[src/rtl/systolic_operand_feeder.sv]
// Buffers one K-deep operand tile and replays it into a systolic array as skewed A/B wavefronts.
// Optional FEEDER_TILE_CNT_EN macro enables the 32-bit completed-tile counter on tile_count.
module systolic_operand_feeder #(
  parameter int M  = 4,
  parameter int N  = 4,
  parameter int K  = 4,
  parameter int DW = 16
) (
  input  logic            clk,
  input  logic            rst,
  input  logic            in_valid,
  output logic            in_ready,
  input  logic [M*DW-1:0] in_a,
  input  logic [N*DW-1:0] in_b,
  output logic [M*DW-1:0] a_out,
  output logic [N*DW-1:0] b_out,
  output logic            acc_clr,
  output logic            feed_active,
  output logic            done,
  output logic [31:0]     tile_count
);
  localparam int T  = K + M + N - 2;
  localparam int KW = (K > 1) ? $clog2(K) : 1;
  localparam int TW = $clog2(T + 1);

  // Load handshake: a beat transfers on a rising edge where in_valid && in_ready;
  // the source must hold in_a/in_b stable while in_valid is high and in_ready is low.
  typedef enum logic [1:0] {S_LOAD, S_CLR, S_FEED, S_DONE} state_t;

  state_t          state, state_nxt;
  logic [KW-1:0]   k_cnt, k_nxt;
  logic [TW-1:0]   t_cnt, t_nxt;
  logic [M*DW-1:0] a_nxt;
  logic [N*DW-1:0] b_nxt;
  logic            accept;
  int              d;

  logic [DW-1:0] a_buf [M][K];
  logic [DW-1:0] b_buf [K][N];

  assign accept = (state == S_LOAD) && in_valid;

  always_comb begin
    state_nxt   = state;
    k_nxt       = k_cnt;
    t_nxt       = '0;
    in_ready    = 1'b0;
    acc_clr     = 1'b0;
    feed_active = 1'b0;
    done        = 1'b0;
    case (state)
      S_LOAD: begin
        in_ready = 1'b1;
        if (in_valid) begin
          if (k_cnt == KW'(K - 1)) begin
            k_nxt     = '0;
            state_nxt = S_CLR;
          end else begin
            k_nxt = k_cnt + 1'b1;
          end
        end
      end
      S_CLR: begin
        acc_clr   = 1'b1;
        state_nxt = S_FEED;
      end
      S_FEED: begin
        feed_active = 1'b1;
        if (t_cnt == TW'(T - 1)) state_nxt = S_DONE;
        else                     t_nxt     = t_cnt + 1'b1;
      end
      S_DONE: begin
        done      = 1'b1;
        state_nxt = S_LOAD;
      end
      default: state_nxt = S_LOAD;
    endcase
  end

  // Operand registers are loaded with the value for the cycle being entered,
  // so lane i shows A[i][t-i] exactly during FEED cycle t.
  always_comb begin
    a_nxt = '0;
    b_nxt = '0;
    d     = 0;
    if (state_nxt == S_FEED) begin
      for (int i = 0; i < M; i++) begin
        d = int'(t_nxt) - i;
        if (d >= 0 && d < K) a_nxt[i*DW +: DW] = a_buf[i][d[KW-1:0]];
      end
      for (int j = 0; j < N; j++) begin
        d = int'(t_nxt) - j;
        if (d >= 0 && d < K) b_nxt[j*DW +: DW] = b_buf[d[KW-1:0]][j];
      end
    end
  end

  always_ff @(posedge clk or posedge rst) begin
    if (rst) begin
      state <= S_LOAD;
      k_cnt <= '0;
      t_cnt <= '0;
      a_out <= '0;
      b_out <= '0;
    end else begin
      state <= state_nxt;
      k_cnt <= k_nxt;
      t_cnt <= t_nxt;
      a_out <= a_nxt;
      b_out <= b_nxt;
    end
  end

  // Tile storage carries no reset; any write during reset lands in column 0,
  // which beat 0 of the next load overwrites.
  always_ff @(posedge clk) begin
    if (accept) begin
      for (int i = 0; i < M; i++) a_buf[i][k_cnt] <= in_a[i*DW +: DW];
      for (int j = 0; j < N; j++) b_buf[k_cnt][j] <= in_b[j*DW +: DW];
    end
  end

`ifdef FEEDER_TILE_CNT_EN
  always_ff @(posedge clk or posedge rst) begin
    if (rst)                  tile_count <= '0;
    else if (state == S_DONE) tile_count <= tile_count + 32'd1;
  end
`else
  assign tile_count = '0;
`endif

endmodule

[config.mk]
export PLATFORM = sky130hd
export DESIGN_NAME = systolic_operand_feeder
export DESIGN_NICKNAME = d
export VERILOG_FILES = /design/src/rtl/systolic_operand_feeder.sv
export SDC_FILE = /design/constraint.sdc
export NUM_CORES = 1
export LEC_CHECK = 0
export ABC_CLOCK_PERIOD_IN_PS = 6800
export CORE_AREA = 2 2 221 223
export CTS_BUF_LIST = sky130_fd_sc_hd__clkbuf_16
export DETAILED_ROUTE_END_ITERATION = 12
export DIE_AREA = 0 0 223 225
export HOLD_SLACK_MARGIN = 0.06
export PLACE_DENSITY = 0.75
export SLEW_MARGIN = 10
export SYNTH_ARGS = -nofsm -noshare
export SYNTH_HDL_FRONTEND = slang
export SYNTH_SLANG_ARGS = --single-unit
[constraint.sdc]
create_clock -name clk -period 6.8 [get_ports clk]
set_clock_uncertainty 0.15 [all_clocks]
set_input_delay 1.02 -clock clk [delete_from_list [all_inputs] [get_ports clk]]
set_output_delay 1.02 -clock clk [all_outputs]
set_load 0.01 [all_outputs]
# ---- Word-level counts from Yosys, hierarchy flattened
# Memories as Yosys holds them, arrays and structs flattened.
# Index checks and enable logic that the tools add are counted.
dict set report word_totals {
  regBits 136
  ram_bits 512
  input_bits 131
  output_inout_bits 164
  wordCells 83
  mem_count 2
}
dict set report op_classes {
  n_addsub 5
  order_cmp 14
  n_eq_ne 6
  muxes 38
  n_bitwise 5
  reduce_logical 8
}
# memory depth word_bits read_ports rd_clocked_by_memory_dff wr line
set memory_table {}
lappend memory_table {a_buf 4 64 4 0 4 38} ;# logic [DW-1:0] a_buf [M][K];
lappend memory_table {b_buf 4 64 4 0 1 39} ;# logic [DW-1:0] b_buf [K][N];
# cell count
set ops {}
lappend ops {{16-bit two-way mux} 17}
lappend ops {{64-bit two-way mux} 3}
lappend ops {{16-bit binary-select mux with 2-bit select} 4}
lappend ops {{16-bit demux with 2-bit select} 1}
lappend ops {{3-bit greater-or-equal comparator (second input constant)} 5}
lappend ops {{5-bit by 1-bit greater-or-equal comparator with 1-bit output (second input constant)} 3}
lappend ops {{5-bit by 4-bit < comparator with 1-bit output (second input constant)} 3}
lappend ops {{2-bit NOT with 3-bit output} 5}
lappend ops {{4-bit by 2-bit subtractor with 5-bit output (second input constant)} 2}
lappend ops {{2-bit equality test (second input constant)} 4}
lappend ops {{2-bit two-way mux} 4}
lappend ops {{4-bit two-way mux} 2}
lappend ops {{2-bit case mux with 4 select lines} 1}
lappend ops {{1-bit logical AND} 6}
lappend ops {{1-bit two-way mux} 6}
lappend ops {{4-bit by 1-bit subtractor with 5-bit output (second input constant)} 1}
lappend ops {{4-bit by 1-bit adder with 4-bit output (second input constant)} 1}
lappend ops {{4-bit equality test (second input constant)} 1}
lappend ops {{4-bit by 1-bit greater-or-equal comparator with 1-bit output (second input constant)} 1}
lappend ops {{4-bit by 3-bit < comparator with 1-bit output (second input constant)} 1}
lappend ops {{3-bit by 1-bit < comparator with 1-bit output (second input constant)} 1}
lappend ops {{2-bit by 1-bit adder with 2-bit output (second input constant)} 1}
lappend ops {{2-bit by 1-bit equality test with 1-bit output (second input constant)} 1}
lappend ops {{2-bit zero test} 1}
lappend ops {{2-bit AND reduction} 1}

# ---- Depth between registers and ports, before layout
# Gate-level depths: netlist of the first run.
dict set report logic_depth {
  ltp_word 10
  ltp_mapped 16
  depth_no_buf 10
}

# ---- Worst setup path after synthesis of the first run
# No wires, ideal clock.
dict set report synth_path {
  path_kind {input-to-reg}
  startpoint {in in_valid}
  endpoint {reg a_out[48]}
  setup_ps 132
  arrival_time_ps 4798
  required_ps 6518
  setup_slack_ps 1719
  stages 6
  path_buffers 1
  cell_sequence {and3_1 > nor3_1 > o21ai_0 > a21o_1 > clkbuf_1 > nor2b_1}
}
dict set report synth_between {
  elab_chain_len 4
}
# item line
set synth_rtl {}
lappend synth_rtl {{from (decl)} 11} ;# input logic in_valid,
lappend synth_rtl {{2-bit two-way mux} 54} ;# if (in_valid) begin
lappend synth_rtl {{2-bit case mux with 4 select lines} 51} ;# case (state)
lappend synth_rtl {{2-bit equality test} 86} ;# if (state_nxt == S_FEED) begin
lappend synth_rtl {{64-bit two-way mux} 86}
lappend synth_rtl {{via a_nxt[48]} 33} ;# logic [M*DW-1:0] a_nxt;
lappend synth_rtl {{to (signal assigned)} 109} ;# a_out <= a_nxt;
lappend synth_rtl {{to (decl)} 15} ;# output logic [M*DW-1:0] a_out,
# The timed path passes the listed nets, and every way through them passes these cells.
# A chain may end at the register's enable or synchronous reset.

# ---- Worst setup path after layout of the first run
dict set report layout_path {
  startpoint {reg t_cnt[0]}
  endpoint {reg a_out[15]}
}
dict set report layout_between {
  elab_chain_len 9
  elab_cells_between_ends 16
  cone_classes {add/sub: 1; order compare: 2; eq/ne: 2; mux: 9; bitwise: 1; reduce/logical: 1}
}
# item line
set layout_rtl {}
lappend layout_rtl {{from (decl)} 32} ;# logic [TW-1:0] t_cnt, t_nxt;
lappend layout_rtl {{from (signal assigned)} 108} ;# t_cnt <= t_nxt;
lappend layout_rtl {{4-bit by 1-bit adder with 4-bit output / 4-bit equality test (equally long branches)} {70, 69}}
lappend layout_rtl {{4-bit two-way mux} 69} ;# if (t_cnt == TW'(T - 1)) state_nxt = S_DONE;
lappend layout_rtl {{4-bit two-way mux} 51}
lappend layout_rtl {{2-bit NOT with 3-bit output (implied by the code)} 89} ;# if (d >= 0 && d < K) a_nxt[i*DW +: DW] = a_buf[i][d[KW-1:0]];
lappend layout_rtl {{16-bit binary-select mux with 2-bit select} 89}
lappend layout_rtl {{16-bit two-way mux (implied by the code) (2 in a row)} 89}
lappend layout_rtl {{16-bit two-way mux} 89}
lappend layout_rtl {{64-bit two-way mux (*)} 86}
lappend layout_rtl {{via a_nxt[15]} 33}
# The timed path passes the listed nets; every way through them passes the cells marked *. The select of a mux whose other input is x is not followed.

==> flow_summary.json, run 1 <==
{
  "wl_per_cell_um": 23.2,
  "grt_pass1_vias": 12900,
  "grt_util_met2_pct": 34.1,
  "peakVddDrop_v": 0.000273,
  "use_met1_pct": 25.9,
  "pin_count": 295,
  "synth_cell_types": 46,
  "die_area_um2": 50200,
  "globalplace.congestion": 0.737,
  "cts_setup_buffers": 0,
  "clockBufferDepth": 3,
  "synth_ff_type": "edfxtp_1",
  "crit_required_ns": 7.12,
  "grt_max_degree": 96,
  "worst_pin_slew_ns": 1.04,
  "max_slew_margin_pct": 30.4,
  "cpMaxStageDelayCell": "dfrtp_2",
  "drt_iter0_markers": 1006,
  "status": "finished clean",
  "p_seq_share_pct": 43.5,
  "ys_seq_area_share_pct": 79.0,
  "drcViolationCount": 0,
  "power_mw": 11.6,
  "internal_power_mw": 8.16,
  "grt.met3_usage_pct": 4.42,
  "die_y_um": 225,
  "cts_tree": "yes",
  "htree_num_levels": 2,
  "synth_cells": 1218,
  "start_util_pct": 50.0,
  "grt_first_pass_wirelength_um": 75200,
  "startpoint_type": "register",
  "routed_wirelength_um": 50100,
  "timing.fmax_mhz": 234,
  "path_class": "reg2reg",
  "final_cell_mix": "512 x edfxtp_1, 262 x clkdlybuf4s50_1, 135 x dfrtp_1",
  "first_pass_iters": 4,
  "utilization_pct": 60.8,
  "drv_slew": 0,
  "postRouteAntennaNets": 0,
  "final_area_um2": 28900,
  "switching_power_mw": 3.41,
  "swShare_pct": 29.5,
  "setup_tns_ns": 0,
  "pwr-share-comb_pct": 27.6,
  "vias_per_cell": 5.65,
  "core_um2": 47500,
  "setup_viol": 0,
  "port_buffers": 262,
  "multi_input_area_um2": 4500,
  "grt_usage_pct": 19.9,
  "die_width_um": 223,
  "numClockSinks": 648,
  "holdWs_ns": 0.416,
  "syn_to_final_growth_pct": 21.6,
  "numCtsBuffers": 61,
  "antenna_found_initial": 3,
  "place_area_um2": 26900,
  "endpoint_kind": "register",
  "final_common_cell": "edfxtp_1",
  "synth_edf_count": 512,
  "syn_area_um2": 23800,
  "synth-seq-cells": 648,
  "yosysWarnings": 0,
  "clk_pin_slew_ns": 0.06,
  "finalNetCount": 1634,
  "p_leak_nw": 10.2,
  "avgSynthCellArea_um2": 19.5,
  "overflow": 0,
  "clkLatencyLatePin_ns": 0.62,
  "async_flop_share_pct": 21.0,
  "final-seq-area_um2": 18800,
  "max_cap_violations": 0,
  "worst-path-buf-inv": 2,
  "placementRows": 80,
  "cts_root_buf": "clkbuf_16",
  "hold_class": "reg2reg",
  "path_max_fanout": 92,
  "cts_hold_buf": 0,
  "hold_violations": 0,
  "pwr_density_cell_nw_per_um2": 401,
  "path_cells": "ha_1, nand3b_4, and3_4, inv_6, buf_4, mux2_2, nand2_1, a21oi_1",
  "crit_path_max_incr_delay_ns": 1.02,
  "top_usage_layer": "met2",
  "drive_above_1_share_pct": 15.9,
  "rsz0062_at_grt": "false",
  "n_fill_cell": 3357,
  "ctsResizeCount": 0,
  "period_minus_slack_ns": 4.27,
  "clock_power_share_pct": 28.9,
  "path_delay_family": "buffers and inverters",
  "vias": 12200,
  "critPathArrivalTime_ns": 4.60,
  "fin_crit_sh_pct": 62.9,
  "hpwl_um": 26800
}
cell families after synthesis:
group | share of synthesized area [%]
adders and majority gates | 0.790
buffers and inverters | 2.74
AOI/OAI and AO/OA | 4.97
DFF | 79.0
other | 0.0158
xor gates and xnor gates | 0.111
muxes | 9.24
and+or+nand+nor | 3.11
synth_stat cells (2+ instances only):
master | n | area share [%]
nand2b_1 | 4 | 0.11
nand2_1 | 38 | 0.60
edfxtp_1 | 512 | 65
a211oi_1 | 32 | 1.0
o221ai_1 | 34 | 1.3
clkbuf_1 | 45 | 0.71
and2_1 | 3 | 0.079
and3b_1 | 2 | 0.074
ha_1 | 15 | 0.79
xor2_1 | 2 | 0.074
o22ai_1 | 64 | 1.7
mux4_2 | 64 | 6.1
nor2b_1 | 32 | 0.84
buf_1 | 2 | 0.032
buf_6 | 6 | 0.28
inv_1 | 12 | 0.19
a21boi_0 | 2 | 0.063
a21oi_1 | 35 | 0.74
o21ai_0 | 2 | 0.042
buf_4 | 37 | 1.2
buf_2 | 12 | 0.25
nor2_1 | 3 | 0.047
dfrtp_1 | 136 | 14
and3_1 | 37 | 0.97
mux2_2 | 66 | 3.1
metal layers:
metal	wire length (µm)	share of wire, %
met5	24	0.048
met4	889	1.8
met3	3160	6.3
met2	25400	51
met1	20700	41
flip-flops by register name, summed over array words and instances, names as in the netlist:
signal,flops
b_out,64
b_buf,256
state,2
k_cnt,2
a_buf,256
a_out,64
t_cnt,4
tightest hold or removal path, cell delays in order, from the launching register on:
cell and delay, ns:
edfxtp_1 0.32, o221ai_1 0.10, a21oi_1 0.12
cell type report:
class | count | share of cell area (%)
Clock inverter | 53 | 1.44
Sequential cell | 648 | 65.0
Timing Repair Buffer | 280 | 9.63
Clock buffer | 63 | 5.46
Multi-Input combinational cell | 484 | 15.6
Antenna cell | 1 | 0.00866
Inverter | 13 | 0.204
Tap cell | 615 | 2.66
metrics by stage:
step	setup WS, ns	cells
floorplan	1.72	1249
global placement	2.49	2040
detailed placement	2.41	2040
CTS	2.43	2156
global route	2.17	2156
finish	2.53	2157
power groups by stage:
stage | Sequential [mW] | Combinational [mW] | Clock, mW
after floorplan | 5.14 | 2.13 | 0
after global placement | 5.09 | 3.19 | 0
after detailed placement | 5.12 | 3.24 | 0
after CTS | 5.04 | 3.25 | 3.40
after global routing | 5.08 | 3.46 | 3.55
final | 5.03 | 3.20 | 3.34
path summary, 6_finish.rpt:
kind                                         from             endpoint  slack (ns)  cells past startpoint
setup reg to reg               t_cnt[0]$_DFF_PP0_  a_out[15]$_DFF_PP0_        2.53                      8
hold reg to reg            b_buf[3][59]$_DFFE_PP_  b_out[11]$_DFF_PP0_        0.42                      2
min in group asynchronous                     rst  a_out[56]$_DFF_PP0_        0.87                      2
max in group asynchronous                     rst   t_cnt[0]$_DFF_PP0_        4.25                      3
hold / removal             b_buf[3][59]$_DFFE_PP_  b_out[11]$_DFF_PP0_        0.42                      2
setup / recovery               t_cnt[0]$_DFF_PP0_  a_out[15]$_DFF_PP0_        2.53                      8
Note: power is estimated with default switching activity, not from simulation.
==> run 2: changes to the inputs <==
--- a/config.mk
+++ b/config.mk
@@ -5,7 +5,7 @@
 export SDC_FILE = /design/constraint.sdc
 export NUM_CORES = 1
 export LEC_CHECK = 0
-export ABC_CLOCK_PERIOD_IN_PS = 6800
+export ABC_CLOCK_PERIOD_IN_PS = 4160
 export CORE_AREA = 2 2 221 223
 export CTS_BUF_LIST = sky130_fd_sc_hd__clkbuf_16
 export DETAILED_ROUTE_END_ITERATION = 12
==> constraint.sdc (replaced) <==
create_clock -name clk -period 4.16 [get_ports clk]
set_clock_uncertainty 0.15 [all_clocks]
set_input_delay 0.624 -clock clk [delete_from_list [all_inputs] [get_ports clk]]
set_output_delay 0.624 -clock clk [all_outputs]
set_load 0.01 [all_outputs]
==> flow_summary.json, run 2 (same netlist as run 1, synthesis figures left out) <==
{
  "swShare_pct": 29.5,
  "cts_tree": "yes",
  "finalNetCount": 1650,
  "internal_power_mw": 13.5,
  "setup_viol": 0,
  "numClockSinks": 648,
  "path_class": "reg2reg",
  "die_y_um": 225,
  "routed_wirelength_um": 51000,
  "hpwl_um": 27500,
  "wl_per_cell_um": 23.4,
  "syn_to_final_growth_pct": 22.7,
  "die_area_um2": 50200,
  "clock_power_share_pct": 29.3,
  "hold_violations": 0,
  "pwr_density_cell_nw_per_um2": 658,
  "first_pass_iters": 5,
  "numCtsBuffers": 68,
  "ctsResizeCount": 0,
  "pin_count": 295,
  "core_um2": 47500,
  "worstRegToRegCells": 10,
  "timing.fmax_mhz": 293,
  "postRouteAntennaNets": 0,
  "worst_pin_slew_ns": 1.31,
  "largestRegisters": "a_buf (256), b_buf (256)",
  "clk_pin_slew_ns": 0.06,
  "overflow": 0,
  "drive_above_1_share_pct": 17.0,
  "period_minus_slack_ns": 3.42,
  "n_fill_cell": 3274,
  "switching_power_mw": 5.65,
  "grt_first_pass_wirelength_um": 76700,
  "p_leak_nw": 10.3,
  "crit_required_ns": 4.48,
  "critPathArrivalTime_ns": 3.74,
  "drcViolationCount": 0,
  "vias_per_cell": 5.65,
  "grt_usage_pct": 20.5,
  "utilization_pct": 61.3,
  "antenna_found_initial": 9,
  "startpoint_type": "register",
  "rsz0062_at_grt": "false",
  "status": "finished clean",
  "port_buffers": 262,
  "clkLatencyLatePin_ns": 0.59,
  "setup_tns_ns": 0,
  "endpoint_kind": "register",
  "start_util_pct": 50.0,
  "grt_max_degree": 129,
  "p_seq_share_pct": 42.6,
  "hold_class": "in2async",
  "drt_iter0_markers": 975,
  "final_cell_mix": "512 x edfxtp_1, 262 x clkdlybuf4s50_1, 135 x dfrtp_1",
  "power_mw": 19.2,
  "htree_num_levels": 3,
  "cts_setup_buffers": 0,
  "placementRows": 80,
  "die_width_um": 223,
  "vias": 12300,
  "clockBufferDepth": 3,
  "globalplace.congestion": 0.740,
  "cts_hold_buf": 0,
  "final_common_cell": "edfxtp_1",
  "path_max_fanout": 32,
  "max_slew_margin_pct": 13.0,
  "drv_slew": 0,
  "max_cap_violations": 0,
  "fin_crit_sh_pct": 82.2,
  "grt_pass1_vias": 13000,
  "cts_root_buf": "clkbuf_16",
  "pwr-share-comb_pct": 28.1,
  "peakVddDrop_v": 0.000431
}
run 2: cell types whose count changed in the layout (fill, tap and decap cells not counted):
cell        before  now
clkinv_2         6   13
inv_1           24   25
diode_2          1    5
inv_4            1    0
bufinv_16        7    3
clkinv_1        19   14
inv_6            4    2
buf_4           16   17
clkinvlp_4       2    4
clkbuf_16       63   71
buf_12           2   10
run 2: routing by layer:
layer / global-route usage [%] / wire (µm) / up-vias
met4: 7.14 / 1140 / 8
li1: - / - / 5348
met2: 34.3 / 25700 / 448
met1: 26.3 / 20400 / 6402
met5: 0 / 54 / -
met3: 5.37 / 3670 / 83
run 2: worst paths after layout:
kind	slack (ns)	from	endpoint
worst max-delay path	0.74	state[0]$_DFF_PP0_	a_out[45]$_DFF_PP0_
worst min-delay path	0.41	rst	b_out[16]$_DFF_PP0_
worst max register to register	0.74	state[0]$_DFF_PP0_	a_out[45]$_DFF_PP0_
worst min register to register	0.42	k_cnt[1]$_DFFE_PP0P_	k_cnt[1]$_DFFE_PP0P_
max in group asynchronous	2.66	rst	a_out[1]$_DFF_PP0_
min in group clk	0.42	k_cnt[1]$_DFFE_PP0P_	k_cnt[1]$_DFFE_PP0P_
run 2: critical path, stage by stage, from the launching register on:
cell and delay (ns):
dfrtp_1 0.44, inv_1 0.11, ha_1 0.40, nor3b_4 0.42
inv_2 0.26, ha_1 0.29, a311oi_1 0.25, mux2i_1 0.09
or3_1 0.31, buf_4 0.28, a211oi_1 0.27
run 2: power by group through the flow:
stage	Sequential [mW]	Combinational, mW	Clock (mW)
final	8.17	5.38	5.63
after global routing	8.23	5.82	6.01
after CTS	8.18	5.50	5.75
after detailed placement	8.30	5.45	0
after global placement	8.25	5.41	0
after floorplan	8.34	3.48	0
run 2: cell type report:
| type | count | area, µm² | share of cell area (%) |
|---|---|---|---|
| Multi-Input combinational cell | 484 | 4500 | 15.4 |
| Clock inverter | 51 | 308 | 1.06 |
| Sequential cell | 648 | 18800 | 64.4 |
| Timing Repair Buffer | 289 | 2950 | 10.1 |
| Tap cell | 615 | 769 | 2.64 |
| Clock buffer | 71 | 1780 | 6.09 |
| Inverter | 13 | 57.6 | 0.197 |
| Antenna cell | 5 | 12.5 | 0.0429 |
run 2: through the flow:
| stage | hold slack, ns | std cells | setup slack (ns) | area (µm²) |
|---|---|---|---|---|
| 2_1_floorplan | 0.383 | 1249 | 0.647 | 23900 |
| 3_3_place_gp | 0.400 | 2049 | 0.847 | 27100 |
| 3_5_place_dp | 0.413 | 2049 | 0.741 | 27100 |
| 4_1_cts | 0.406 | 2171 | 0.729 | 29100 |
| 5_1_grt | 0.437 | 2173 | 0.504 | 29100 |
| 6_report | 0.411 | 2176 | 0.742 | 29200 |
